--- src/rtl/bg_seq_pkg.sv ---
// Shared types and constants for the background layer sequencer.
package bg_seq_pkg;

    // Sequencer states; the encoding is visible in STATUS[4:3].
    typedef enum logic [1:0] {
        ST_IDLE  = 2'd0,
        ST_SHOW  = 2'd1,
        ST_BLANK = 2'd2
    } state_e;

    // Register map.
    localparam logic [1:0] ADDR_MODE   = 2'd0;
    localparam logic [1:0] ADDR_DWELL  = 2'd1;
    localparam logic [1:0] ADDR_MASK   = 2'd2;
    localparam logic [1:0] ADDR_STATUS = 2'd3;

    // STATUS bit that clears the sticky interrupt when written with 1.
    localparam int STATUS_IRQ_BIT = 7;

    // MODE register, laid out to match write-data bits [4:0].
    typedef struct packed {
        logic       irq_en;  // [4]
        logic [1:0] msel;    // [3:2]
        logic       auto_en; // [1]
        logic       run;     // [0]
    } mode_t;

endpackage

--- src/rtl/bg_next_sel.sv ---
// Rotating-priority picker: first set mask bit strictly above cur, wrapping
// around and ending on cur itself, so a lone eligible layer picks itself.
module bg_next_sel #(
    parameter int NUM_BG = 3
) (
    input  logic [NUM_BG-1:0] mask,
    input  logic [1:0]        cur,
    output logic [1:0]        nxt,
    output logic              valid
);

    logic [3:0] mask_ext;
    logic [1:0] idx;

    assign mask_ext = 4'(mask);

    // Scan cur+1, cur+2, ... cur (mod NUM_BG) and keep the first hit.
    always_comb begin
        // NOTE: every output gets a default first so no path leaves a latch.
        nxt   = cur;
        valid = 1'b0;
        idx   = '0;
        for (int i = 1; i <= NUM_BG; i++) begin
            idx = 2'((int'(cur) + i) % NUM_BG);
            if (!valid && mask_ext[idx]) begin
                nxt   = idx;
                valid = 1'b1;
            end
        end
    end

endmodule

--- src/rtl/bg_layer_sequencer.sv ---
// Chooses which background layer feeds the pixel mux. Layer changes happen
// only on a vsync rising edge and are separated by blank frames.
module bg_layer_sequencer
    import bg_seq_pkg::*;
#(
    parameter int NUM_BG       = 3,
    parameter int DWELL_W      = 8,
    parameter int BLANK_FRAMES = 2
) (
    input  logic              clk,
    input  logic              reset,
    input  logic              cfg_we,
    input  logic [1:0]        cfg_addr,
    input  logic [7:0]        cfg_wdata,
    output logic [7:0]        cfg_rdata,
    input  logic              vsync,
    output logic              vga_en,
    output logic [NUM_BG-1:0] layer_en,
    output logic              irq
);

    localparam int BLK_W = (BLANK_FRAMES < 2) ? 1 : $clog2(BLANK_FRAMES);

    mode_t               mode_q, mode_d;
    logic [DWELL_W-1:0]  dwell_q, dwell_d;
    logic [NUM_BG-1:0]   mask_q, mask_d;
    state_e              state_q, state_d;
    logic [1:0]          cur_q, cur_d;
    logic [1:0]          nxt_q, nxt_d;
    logic [DWELL_W-1:0]  frame_cnt_q, frame_cnt_d;
    logic [BLK_W-1:0]    blank_cnt_q, blank_cnt_d;
    logic                vsync_q;
    logic                vga_en_q, vga_en_d;
    logic [NUM_BG-1:0]   layer_en_q, layer_en_d;
    logic                irq_q, irq_d;

    logic                frame_tick;
    logic [3:0]          mask_ext;
    logic                msel_ok;
    logic                irq_set;
    logic                irq_clr;
    logic [DWELL_W-1:0]  dwell_last;
    logic [1:0]          pick_from;
    logic [1:0]          pick_nxt;
    logic                pick_valid;
    logic [1:0]          unused_wdata;

    assign unused_wdata = cfg_wdata[6:5];
    assign frame_tick   = vsync & ~vsync_q;
    assign mask_ext     = 4'(mask_q);
    // msel is only honoured when it names an existing, eligible layer.
    assign msel_ok      = mask_ext[mode_q.msel];
    // A DWELL of 0 behaves like 1.
    assign dwell_last   = (dwell_q == '0) ? '0 : dwell_q - 1'b1;
    // From IDLE, starting the scan at the top layer yields the lowest set bit.
    assign pick_from    = (state_q == ST_IDLE) ? 2'(NUM_BG - 1) : cur_q;
    assign irq_clr      = cfg_we && (cfg_addr == ADDR_STATUS) && cfg_wdata[STATUS_IRQ_BIT];

    bg_next_sel #(.NUM_BG(NUM_BG)) u_next_sel (
        .mask  (mask_q),
        .cur   (pick_from),
        .nxt   (pick_nxt),
        .valid (pick_valid)
    );

    // Register file writes; the FSM below still sees the old values this cycle.
    always_comb begin
        mode_d  = mode_q;
        dwell_d = dwell_q;
        mask_d  = mask_q;
        if (cfg_we) begin
            case (cfg_addr)
                ADDR_MODE:  mode_d  = mode_t'(cfg_wdata[4:0]);
                ADDR_DWELL: dwell_d = cfg_wdata[DWELL_W-1:0];
                ADDR_MASK:  mask_d  = cfg_wdata[NUM_BG-1:0];
                default:    ;
            endcase
        end
    end

    // Layer scheduling: run/mask loss aborts at once, everything else waits for a frame tick.
    always_comb begin
        state_d     = state_q;
        cur_d       = cur_q;
        nxt_d       = nxt_q;
        frame_cnt_d = frame_cnt_q;
        blank_cnt_d = blank_cnt_q;
        irq_set     = 1'b0;
        if (!mode_q.run || (state_q != ST_IDLE && mask_q == '0)) begin
            state_d     = ST_IDLE;
            frame_cnt_d = '0;
            blank_cnt_d = '0;
        end else if (frame_tick) begin
            case (state_q)
                ST_IDLE: begin
                    if (mask_q != '0) begin
                        if (mode_q.auto_en && pick_valid) begin
                            cur_d       = pick_nxt;
                            state_d     = ST_SHOW;
                            frame_cnt_d = '0;
                        end else if (!mode_q.auto_en && msel_ok) begin
                            cur_d       = mode_q.msel;
                            state_d     = ST_SHOW;
                            frame_cnt_d = '0;
                        end
                    end
                end
                ST_SHOW: begin
                    if (mode_q.auto_en) begin
                        // Losing the current layer from MASK counts as dwell expiry.
                        if (frame_cnt_q >= dwell_last || !mask_ext[cur_q]) begin
                            frame_cnt_d = '0;
                            if (pick_valid && pick_nxt != cur_q) begin
                                nxt_d       = pick_nxt;
                                blank_cnt_d = '0;
                                state_d     = ST_BLANK;
                            end
                        end else begin
                            frame_cnt_d = frame_cnt_q + 1'b1;
                        end
                    end else if (msel_ok && mode_q.msel != cur_q) begin
                        nxt_d       = mode_q.msel;
                        blank_cnt_d = '0;
                        state_d     = ST_BLANK;
                    end
                end
                ST_BLANK: begin
                    if (blank_cnt_q == BLK_W'(BLANK_FRAMES - 1)) begin
                        cur_d       = nxt_q;
                        blank_cnt_d = '0;
                        frame_cnt_d = '0;
                        state_d     = ST_SHOW;
                        irq_set     = mode_q.irq_en;
                    end else begin
                        blank_cnt_d = blank_cnt_q + 1'b1;
                    end
                end
                default: state_d = ST_IDLE;
            endcase
        end
    end

    // Registered outputs, derived from next-state so they move with the FSM; irq set beats clear.
    always_comb begin
        vga_en_d   = mode_d.run;
        layer_en_d = (state_d == ST_SHOW) ? (NUM_BG'(1) << cur_d) : '0;
        if (irq_set) begin
            irq_d = 1'b1;
        end else if (irq_clr) begin
            irq_d = 1'b0;
        end else begin
            irq_d = irq_q;
        end
    end

    // All state in one place with synchronous reset.
    always_ff @(posedge clk) begin
        // NOTE: sequential state uses <= only so every flop samples pre-edge values.
        if (reset) begin
            mode_q      <= '0;
            dwell_q     <= '0;
            mask_q      <= '0;
            state_q     <= ST_IDLE;
            cur_q       <= '0;
            nxt_q       <= '0;
            frame_cnt_q <= '0;
            blank_cnt_q <= '0;
            vsync_q     <= 1'b0;
            vga_en_q    <= 1'b0;
            layer_en_q  <= '0;
            irq_q       <= 1'b0;
        end else begin
            mode_q      <= mode_d;
            dwell_q     <= dwell_d;
            mask_q      <= mask_d;
            state_q     <= state_d;
            cur_q       <= cur_d;
            nxt_q       <= nxt_d;
            frame_cnt_q <= frame_cnt_d;
            blank_cnt_q <= blank_cnt_d;
            vsync_q     <= vsync;
            vga_en_q    <= vga_en_d;
            layer_en_q  <= layer_en_d;
            irq_q       <= irq_d;
        end
    end

    // Register read-back, combinational from the address.
    always_comb begin
        case (cfg_addr)
            ADDR_MODE:  cfg_rdata = {3'b000, mode_q};
            ADDR_DWELL: cfg_rdata = 8'(dwell_q);
            ADDR_MASK:  cfg_rdata = 8'(mask_q);
            default:    cfg_rdata = {irq_q, 2'b00, state_q, cur_q, 1'b0};
        endcase
    end

    assign vga_en   = vga_en_q;
    assign layer_en = layer_en_q;
    assign irq      = irq_q;

endmodule
--- config.mk ---
export PLATFORM = sky130hd
export DESIGN_NAME = bg_layer_sequencer
export DESIGN_NICKNAME = d
export VERILOG_FILES = /design/src/rtl/bg_seq_pkg.sv /design/src/rtl/bg_next_sel.sv /design/src/rtl/bg_layer_sequencer.sv
export SDC_FILE = /design/constraint.sdc
export NUM_CORES = 1
export LEC_CHECK = 0
export CAP_MARGIN = 20
export CORE_MARGIN = 2
export CORE_UTILIZATION = 45
export CTS_CLUSTER_SIZE = 28
export DETAILED_ROUTE_END_ITERATION = 16
export GPL_ROUTABILITY_DRIVEN = 0
export GPL_TIMING_DRIVEN = 0
export HOLD_SLACK_MARGIN = 0.02
export PLACE_DENSITY = 0.65
export SYNTH_ARGS = -nofsm -noshare
export SYNTH_HDL_FRONTEND = slang
export SYNTH_HIERARCHICAL = 1
export SYNTH_SLANG_ARGS = --single-unit
--- constraint.sdc ---
create_clock -name clk -period 5.8 [get_ports clk]
set_input_delay 1.16 -clock clk [delete_from_list [all_inputs] [get_ports clk]]
set_output_delay 1.16 -clock clk [all_outputs]
set_load 0.01 [all_outputs]
==> impl_metrics.toml, run 1 <==
[yosys]
async_flop_share = 0
synth_ff_type = "dfxtp_1"
syn-num-nets = 377
synth.area.top_cells = "dfxtp_1, mux2i_1, ha_1, nor2_1, a21oi_1"
avgSynthCellArea_um2 = 8.11
yosys.cell_types.count = 69
synth_top_area_cell = "dfxtp_1"
ys_seq_area_frac = 0.253
netlist_instances = 351
synth-edff-count = 0
ys_ff_latch = 36
netlist.area_leader.share = 0.253
synth-warning-count = 6
synth_area_um2 = 2850

[drt]
wire_per_inst_um = 15.8
totalWireLength_um = 7260
num_vias = 2760
firstDrtPassIters = 5
drt_iter0_drc = 160
antenna_left = 0
vias_per_cell = 6.00
drc = 0

[placed_design]
post_dp_cell_area_um2 = 3200
dp_cells = 452
dp_hpwl_um = 5550
port_buffers = 26

[clocking]
h-tree-depth = 2
post_cts_buffers = 0
clock_latency_ns = 0.30
root_buffer = "clkbuf_8"
ctsHoldBuffers = 0
cts_max_path_buffers = 2
cts_tree = "done"
cts_buffers = 5
cts_sinks = 36
ctsResizeCount = 0
clk_pin_slew_ns = 0.07

[setup_path]
critPathMaxFanout = 10
r2r_start = "state_q[0]"
cp_cell_sequence = "clkdlybuf4s50_1 -> clkbuf_1 -> mux4_1 -> clkdlybuf4s50_1"
cp_common_cell = "clkdlybuf4s50_1"
cp.arrival_ns = 3.29
critPathRequiredTime_ns = 4.64
path_class = "in -> out"
cp_slowest_cell = "mux4_1"
cp-end-kind = "primary output"
ff2ff_setup_slack_ns = 2.02
start_kind = "primary input"
critPathMaxStageDelay_ns = 0.65
path_delay_family = "buffers and inverters"
crit_start = "cfg_addr[0]"
crit_buf_inv = 3

[layout]
multiInputGateArea_um2 = 1970
areaGrowthSynthToFinish_pct = 16.9
diodes = 0
fin_nets = 410
design_area_um2 = 3330
final-seq-area_um2 = 721
fill_cells = 611
layout-drive-gt1-share = 0.114
finalNonFillerCells = 460

[sta]
max-slew-margin-rel = 0.465
final.setup.tns_ns = 0
post-route-min-period_ns = 4.45
fin_crit_sh = 0.766
rsz0062_at_grt = "no"
fmax_mhz = 225
slew_violations = 0
finalClockSkew_ns = 0.00990
hold_viol = 0
tightest_slew_ns = 0.798
setup_viol_count_final = 0

[grt]
grt_max_degree = 16
grt_use_total = 0.211
grt-ovfl-total = 0
grt_pass1_wl_um = 12000
antenna_found_initial = 0
grt_pass1_vias = 2563

[run_status]
status = "complete, no violations"

[floorplan]
die-area_um2 = 6980
fp.dieH_um = 83.5
start_util = 0.472
core_um2 = 6030
chipWidth_um = 83.5
rows = 28
num_io_pins = 27

[power]
seqPwrFrac = 0.430
switchingPower_uw = 152
power_density_nw_per_um2 = 180
p_int_uw = 447
p_leak_nw = 1.26
swShare = 0.254
max-vdd-ir-drop_mv = 0.152
p_comb_frac = 0.164
power_frac_clock = 0.407

[worst_hold_path]
hp-start = "dwell_q[1]"
hold_path_class = "reg -> reg"

[flow_run]
max_cap_viol_count = 0
==> power groups by stage <==
stage / clock (mW) / combinational [mW] / sequential [mW]
after CTS: 0.249 / 0.0982 / 0.258
final: 0.244 / 0.0982 / 0.258
after detailed placement: 0 / 0.0978 / 0.263
after global routing: 0.258 / 0.111 / 0.258
after floorplan: 0 / 0.0681 / 0.261
after global placement: 0 / 0.0964 / 0.263
==> area by class of cell <==
type	count	share of cell area
flip-flops and latches	36	0.217
well taps	75	0.0282
multi-input cells	281	0.593
plain buffers	17	0.0267
repair buffers	26	0.0782
clock inverters	1	0.00903
inverters	17	0.0192
clock buffers	7	0.0290
==> per-stage QoR <==
stage,power [mW],hold slack (ns),utilization,worst slack [ns]
2_1_floorplan,0.329,0.469,-,2.54
3_3_place_gp,0.360,0.497,0.531,1.36
3_5_place_dp,0.361,0.499,0.531,1.37
4_1_cts,0.604,0.510,0.552,1.34
5_1_grt,0.627,0.553,0.552,1.21
6_report,0.600,0.513,0.552,1.35
==> kinds of logic after synthesis <==
family                     Yosys count  share of synthesized area
and+or+nand+nor                    147                      0.282
buffers and inverters               34                     0.0536
AOI/OAI and AO/OA                   88                      0.233
DFF                                 36                      0.253
muxes                               19                     0.0787
adders and majority gates           12                     0.0527
xor gates and xnor gates            15                     0.0462
==> sequential cells by signal, summed over array words and instances (netlist names) <==
| name | flops |
|---|---|
| state_q | 2 |
| vsync_q | 1 |
| blank_cnt_q | 1 |
| frame_cnt_q | 8 |
| nxt_q | 2 |
| irq | 1 |
| vga_en | 1 |
| layer_en | 3 |
| dwell_q | 8 |
| cur_q | 2 |
| mask_q | 3 |
| mode_q | 4 |
==> path summary, 6_finish.rpt <==
kind                            cells after the start           end
worst max-delay path                                4  cfg_rdata[2]
worst min-delay path                                2    dwell_q[1]
worst max register to register                     14    state_q[1]
worst min register to register                      2    dwell_q[1]
==> layer usage <==
| metal | vias up | global-route usage | share of wire | wire, um |
|---|---|---|---|---|
| met2 | 77 | 0.339 | 0.44 | 3230 |
| li1 | 1368 | - | - | - |
| met5 | - | 0 | 0 | 0 |
| met1 | 1306 | 0.289 | 0.49 | 3580 |
| met4 | 0 | 0.0718 | 0.012 | 90 |
| met3 | 9 | 0.0326 | 0.050 | 363 |
==> cells in the mapped netlist, types with 3 or more instances <==
| library cell | n |
|---|---|
| o21a_1 | 3 |
| and2_1 | 5 |
| o21ai_0 | 13 |
| nand2b_1 | 8 |
| inv_1 | 17 |
| ha_1 | 12 |
| nand4_1 | 7 |
| buf_2 | 8 |
| nor4_1 | 6 |
| nor2b_1 | 11 |
| dfxtp_1 | 36 |
| o2111ai_1 | 3 |
| mux2i_1 | 16 |
| xor2_1 | 6 |
| xnor2_1 | 9 |
| a211oi_1 | 6 |
| nand2_1 | 27 |
| a32o_1 | 3 |
| nand3_1 | 18 |
| nor3_1 | 7 |
| or3_1 | 3 |
| clkbuf_1 | 6 |
| and3_1 | 5 |
| nor2_1 | 30 |
| a21oi_1 | 21 |
| a31oi_1 | 3 |
| o211ai_1 | 3 |
| or2_2 | 3 |
==> cell usage in the layout (no fill, tap or decap), types with 7 or more instances in the layout <==
master and n:
dfxtp_1 36, nor2_1 30, nand2_1 27, clkdlybuf4s50_1 26, a21oi_1 21, nand3_1 18
inv_1 17, mux2i_1 16, o21ai_0 13, ha_1 12, nor2b_1 11, xnor2_1 9
nand2b_1 8, buf_2 8, nor3_1 7, nand4_1 7, clkbuf_8 7
==> worst min-delay path: stages (launching register included) <==
cell and delay, ns:
dfxtp_1 0.35, nand2_1 0.07, a21oi_1 0.05
No activity file was read; power rests on OpenSTA's default activity.
==> run 2, diff against run 1 <==
PLACE_DENSITY = 0.68   (was 0.65)
clock period = 3.8 ns   (was 5.8 ns; I/O delays follow)
==> run 2 against run 1 <==
  * Critical path type unchanged
  * Critical endpoint unchanged
  * Combinational power increased by 55%
  * Sequential power increased by 53%
  * Via count decreased by 0.25%
  * Wire length decreased by 1.1%
==> impl_metrics.toml, run 2 (synthesized netlist as in run 1, its figures left out) <==
[grt]
grt_pass1_vias = 2543
grt_use_total = 0.212
antenna_found_initial = 0
grt-ovfl-total = 0
grt_pass1_wl_um = 12200
grt_max_degree = 16

[clocking]
root_buffer = "clkbuf_8"
cts_buffers = 5
clk_pin_slew_ns = 0.07
cts_sinks = 36
cts_max_path_buffers = 2
clock_latency_ns = 0.29
cts_tree = "done"
h-tree-depth = 2
post_cts_buffers = 0

[sta]
fmax_mhz = 272
slew_violations = 0
hold_viol = 0
tightest_slew_ns = 0.542
finalClockSkew_ns = 0.00667
max-slew-margin-rel = 0.629
post-route-min-period_ns = 3.68
fin_crit_sh = 0.968
setup_viol_count_final = 0
rsz0062_at_grt = "yes"

[layout]
final_cell_mix = "dfxtp_1, nor2_1, nand2_1"
finalNonFillerCells = 459
reg.largest.list = "dwell_q (8), frame_cnt_q (8), mode_q (4)"
final-seq-area_um2 = 721
diodes = 0
layout-drive-gt1-share = 0.120
layout_commonest_cell = "dfxtp_1"
multiInputGateArea_um2 = 2000
fin_nets = 410
fill_cells = 581
areaGrowthSynthToFinish_pct = 16.1

[setup_path]
critPathRequiredTime_ns = 3.04
path_class = "in -> out"
cp-end-kind = "primary output"
cp.arrival_ns = 2.92
critPathMaxFanout = 10
start_kind = "primary input"

[power]
max-vdd-ir-drop_mv = 0.208
power_frac_clock = 0.320
p_leak_nw = 1.24
power_density_nw_per_um2 = 243
totalPowerFinal_uw = 802
swShare = 0.281
p_int_uw = 577
switchingPower_uw = 225
seqPwrFrac = 0.491
p_comb_frac = 0.189

[floorplan]
fp.dieH_um = 83.5
num_io_pins = 27
die-area_um2 = 6980
core_um2 = 6030
start_util = 0.472
chipWidth_um = 83.5
rows = 28

[drt]
drt_iter0_drc = 167
antenna_left = 0
firstDrtPassIters = 7
wire_per_inst_um = 15.6
num_vias = 2753
totalWireLength_um = 7180
drc = 0
vias_per_cell = 6.00

[placed_design]
port_buffers = 26
dp_hpwl_um = 5420
dp_cells = 452

[run_status]
status = "complete, no violations"

[flow_run]
max_cap_viol_count = 0

[worst_hold_path]
hold_path_class = "reg -> reg"
-- run 2: worst paths after layout --
check / start / end / slack, ns / depth (start not counted)
hold reg to reg: dwell_q[1] / dwell_q[1] / 0.51 / 2
setup reg to reg: state_q[0] / frame_cnt_q[7] / 0.28 / 14
hold / removal: dwell_q[1] / dwell_q[1] / 0.51 / 2
setup / recovery: cfg_addr[0] / cfg_rdata[2] / 0.12 / 4
-- run 2: power groups by stage --
| stage | Sequential [mW] | Combinational [mW] | Clock [mW] |
|---|---|---|---|
| floorplan | 0.398 | 0.104 | 0 |
| global placement | 0.402 | 0.147 | 0 |
| detailed placement | 0.402 | 0.149 | 0 |
| CTS | 0.393 | 0.150 | 0.265 |
| global route | 0.395 | 0.172 | 0.281 |
| finish | 0.394 | 0.152 | 0.257 |
-- run 2: area by class of cell --
cell class,count,share of cell area
sequential,36,0.218
tap,75,0.0284
timing repair buffer,26,0.0787
clock buffer,6,0.0220
inverter,17,0.0193
multi-input combinational,281,0.604
clock inverter,1,0.00151
buffer,17,0.0284
-- run 2: metal layers --
layer	global-route usage	wire length, um	vias up
li1	-	-	1356
met2	0.320	3140	101
met3	0.0376	398	9
met4	0.0616	94	0
met5	0	0	-
met1	0.308	3550	1287
-- run 2: timing repair --
action,CTS,global route
endpoints found under the setup margin,0,17
resized for setup,0,6
hold buffers,0,0
endpoints found under the hold margin,0,0
-- run 2: critical path: stages --
cell and delay (ns):
clkdlybuf4s50_1 0.56, clkbuf_1 0.42, mux4_1 0.67, clkdlybuf4s50_1 0.51
-- run 2: through the flow --
stage	TNS, ns	area, um2	util	hold WS, ns	setup WS [ns]
floorplan	0	2850	-	0.469	0.719
global placement	0	3200	0.531	0.496	0.162
detailed placement	0	3200	0.531	0.503	0.131
CTS	0	3280	0.544	0.512	0.125
global route	-0.0505	3310	0.549	0.551	-0.0276
finish	0	3310	0.549	0.509	0.121
==> run 3, diff against run 2 <==
SETUP_SLACK_MARGIN = 0.1   (was not set)
==> run 3 against run 2 <==
  * Clock power is essentially flat
  * Clock-buffer cell count unchanged
  * Register-to-register slack better by 0.04 ns
  * Wire length up 0.67%
  * Via count increased by 0.11%
  * Combinational power about the same
  * Sequential power hardly changed
  * Non-clock buffer count is the same
  * Critical path depth unchanged
  * Fmax rose by 5.1%
  * First-iteration DRC count fell by 11%
  * Power increased by 0.40%
  * Critical path type unchanged
  * Highest routed layer unchanged
==> impl_metrics.toml, run 3 (synthesized netlist as in run 1, its figures left out) <==
[run_status]
status = "complete, no violations"

[drt]
drc = 0
num_vias = 2756
wire_per_inst_um = 15.7
firstDrtPassIters = 5
drt_iter0_drc = 149
totalWireLength_um = 7230
antenna_left = 0
vias_per_cell = 6.00

[clocking]
clock_latency_ns = 0.29
ctsHoldBuffers = 0
cts_sinks = 36
root_buffer = "clkbuf_8"
h-tree-depth = 2
cts_max_path_buffers = 2
cts_tree = "done"
post_cts_buffers = 0
cts_buffers = 5
clk_pin_slew_ns = 0.07

[power]
totalPowerFinal_uw = 805
p_leak_nw = 1.24
power_density_nw_per_um2 = 242
max-vdd-ir-drop_mv = 0.209

[layout]
fill_cells = 583
design_area_um2 = 3330
layout-drive-gt1-share = 0.133
diodes = 0
layout_commonest_cell = "dfxtp_1"
final_cell_mix = "dfxtp_1, nor2_1, nand2_1"
utilization = 0.552
reg.largest.list = "dwell_q (8), frame_cnt_q (8), mode_q (4)"
fin_nets = 410
areaGrowthSynthToFinish_pct = 16.9

[grt]
grt_pass1_vias = 2543
grt-ovfl-total = 0
grt_use_total = 0.212
antenna_found_initial = 0
grt_pass1_wl_um = 12200
grt_max_degree = 16

[floorplan]
rows = 28
core_um2 = 6030
chipWidth_um = 83.5
start_util = 0.472
fp.dieH_um = 83.5
die-area_um2 = 6980
num_io_pins = 27

[sta]
finalClockSkew_ns = 0.00647
fin_crit_sh = 0.921
setup_viol_count_final = 0
post-route-min-period_ns = 3.50
hold_viol = 0
max-slew-margin-rel = 0.622
fmax_mhz = 286
tightest_slew_ns = 0.553
final.setup.tns_ns = 0
worst_slack_ns = 0.299
rsz0062_at_grt = "no"
slew_violations = 0

[worst_hold_path]
hold_path_class = "reg -> reg"

[placed_design]
post_dp_cell_area_um2 = 3200
port_buffers = 26
dp_slack_ns = 0.131
dp_hpwl_um = 5420

[setup_path]
critPathMaxFanout = 10
critPathRequiredTime_ns = 3.04
cp.arrival_ns = 2.74
path_class = "in -> out"
start_kind = "primary input"
cp-end-kind = "primary output"

[flow_run]
max_cap_viol_count = 0
## run 3: cell counts in the layout (fill, tap and decap cells not counted)
Identical to the previous run, type by type.
## run 3: power by group
part	leakage (nW)	switching, mW	internal (mW)
Combinational	0.907	0.0839	0.0694
Clock	0.0410	0.134	0.125
Sequential	0.291	0.0102	0.383
Total	1.24	0.228	0.577
## run 3: final cells by class
type	count	area, um2	area share
multi-input combinational	281	2020	0.606
clock inverter	1	5.00	0.00150
inverter	17	63.8	0.0192
sequential	36	721	0.217
clock buffer	6	72.6	0.0218
tap	75	93.8	0.0282
buffer	17	95.1	0.0286
timing repair buffer	26	260	0.0782
## run 3: per-layer routing
metal,part of all wire,wire length (um),global-route usage
met4,0.014,104,0.0616
met3,0.050,359,0.0376
met5,0,0,0
met1,0.50,3580,0.308
met2,0.44,3190,0.320
## run 3: worst paths after layout
path                    end  slack (ns)        start  cells after the start
max            cfg_rdata[2]        0.30  cfg_addr[0]                      4
min reg2reg      dwell_q[1]        0.51   dwell_q[1]                      2
max reg2reg  frame_cnt_q[7]        0.32   state_q[0]                     14
min              dwell_q[1]        0.51   dwell_q[1]                      2
## run 3: through the flow
stage,hold slack (ns),cells
final,0.509,459
after detailed placement,0.503,452
after global placement,0.496,452
after global routing,0.551,459
after CTS,0.512,459
after floorplan,0.469,351
## run 3: timing repair
item	in CTS	in global routing
endpoints found under the hold margin	0	0
setup endpoints to repair	0	20
resized for setup	0	12
## run 3: critical path, stage by stage
cell and delay (ns):
clkdlybuf4s50_1 0.56, clkbuf_2 0.28, mux4_1 0.64, clkdlybuf4s50_1 0.51
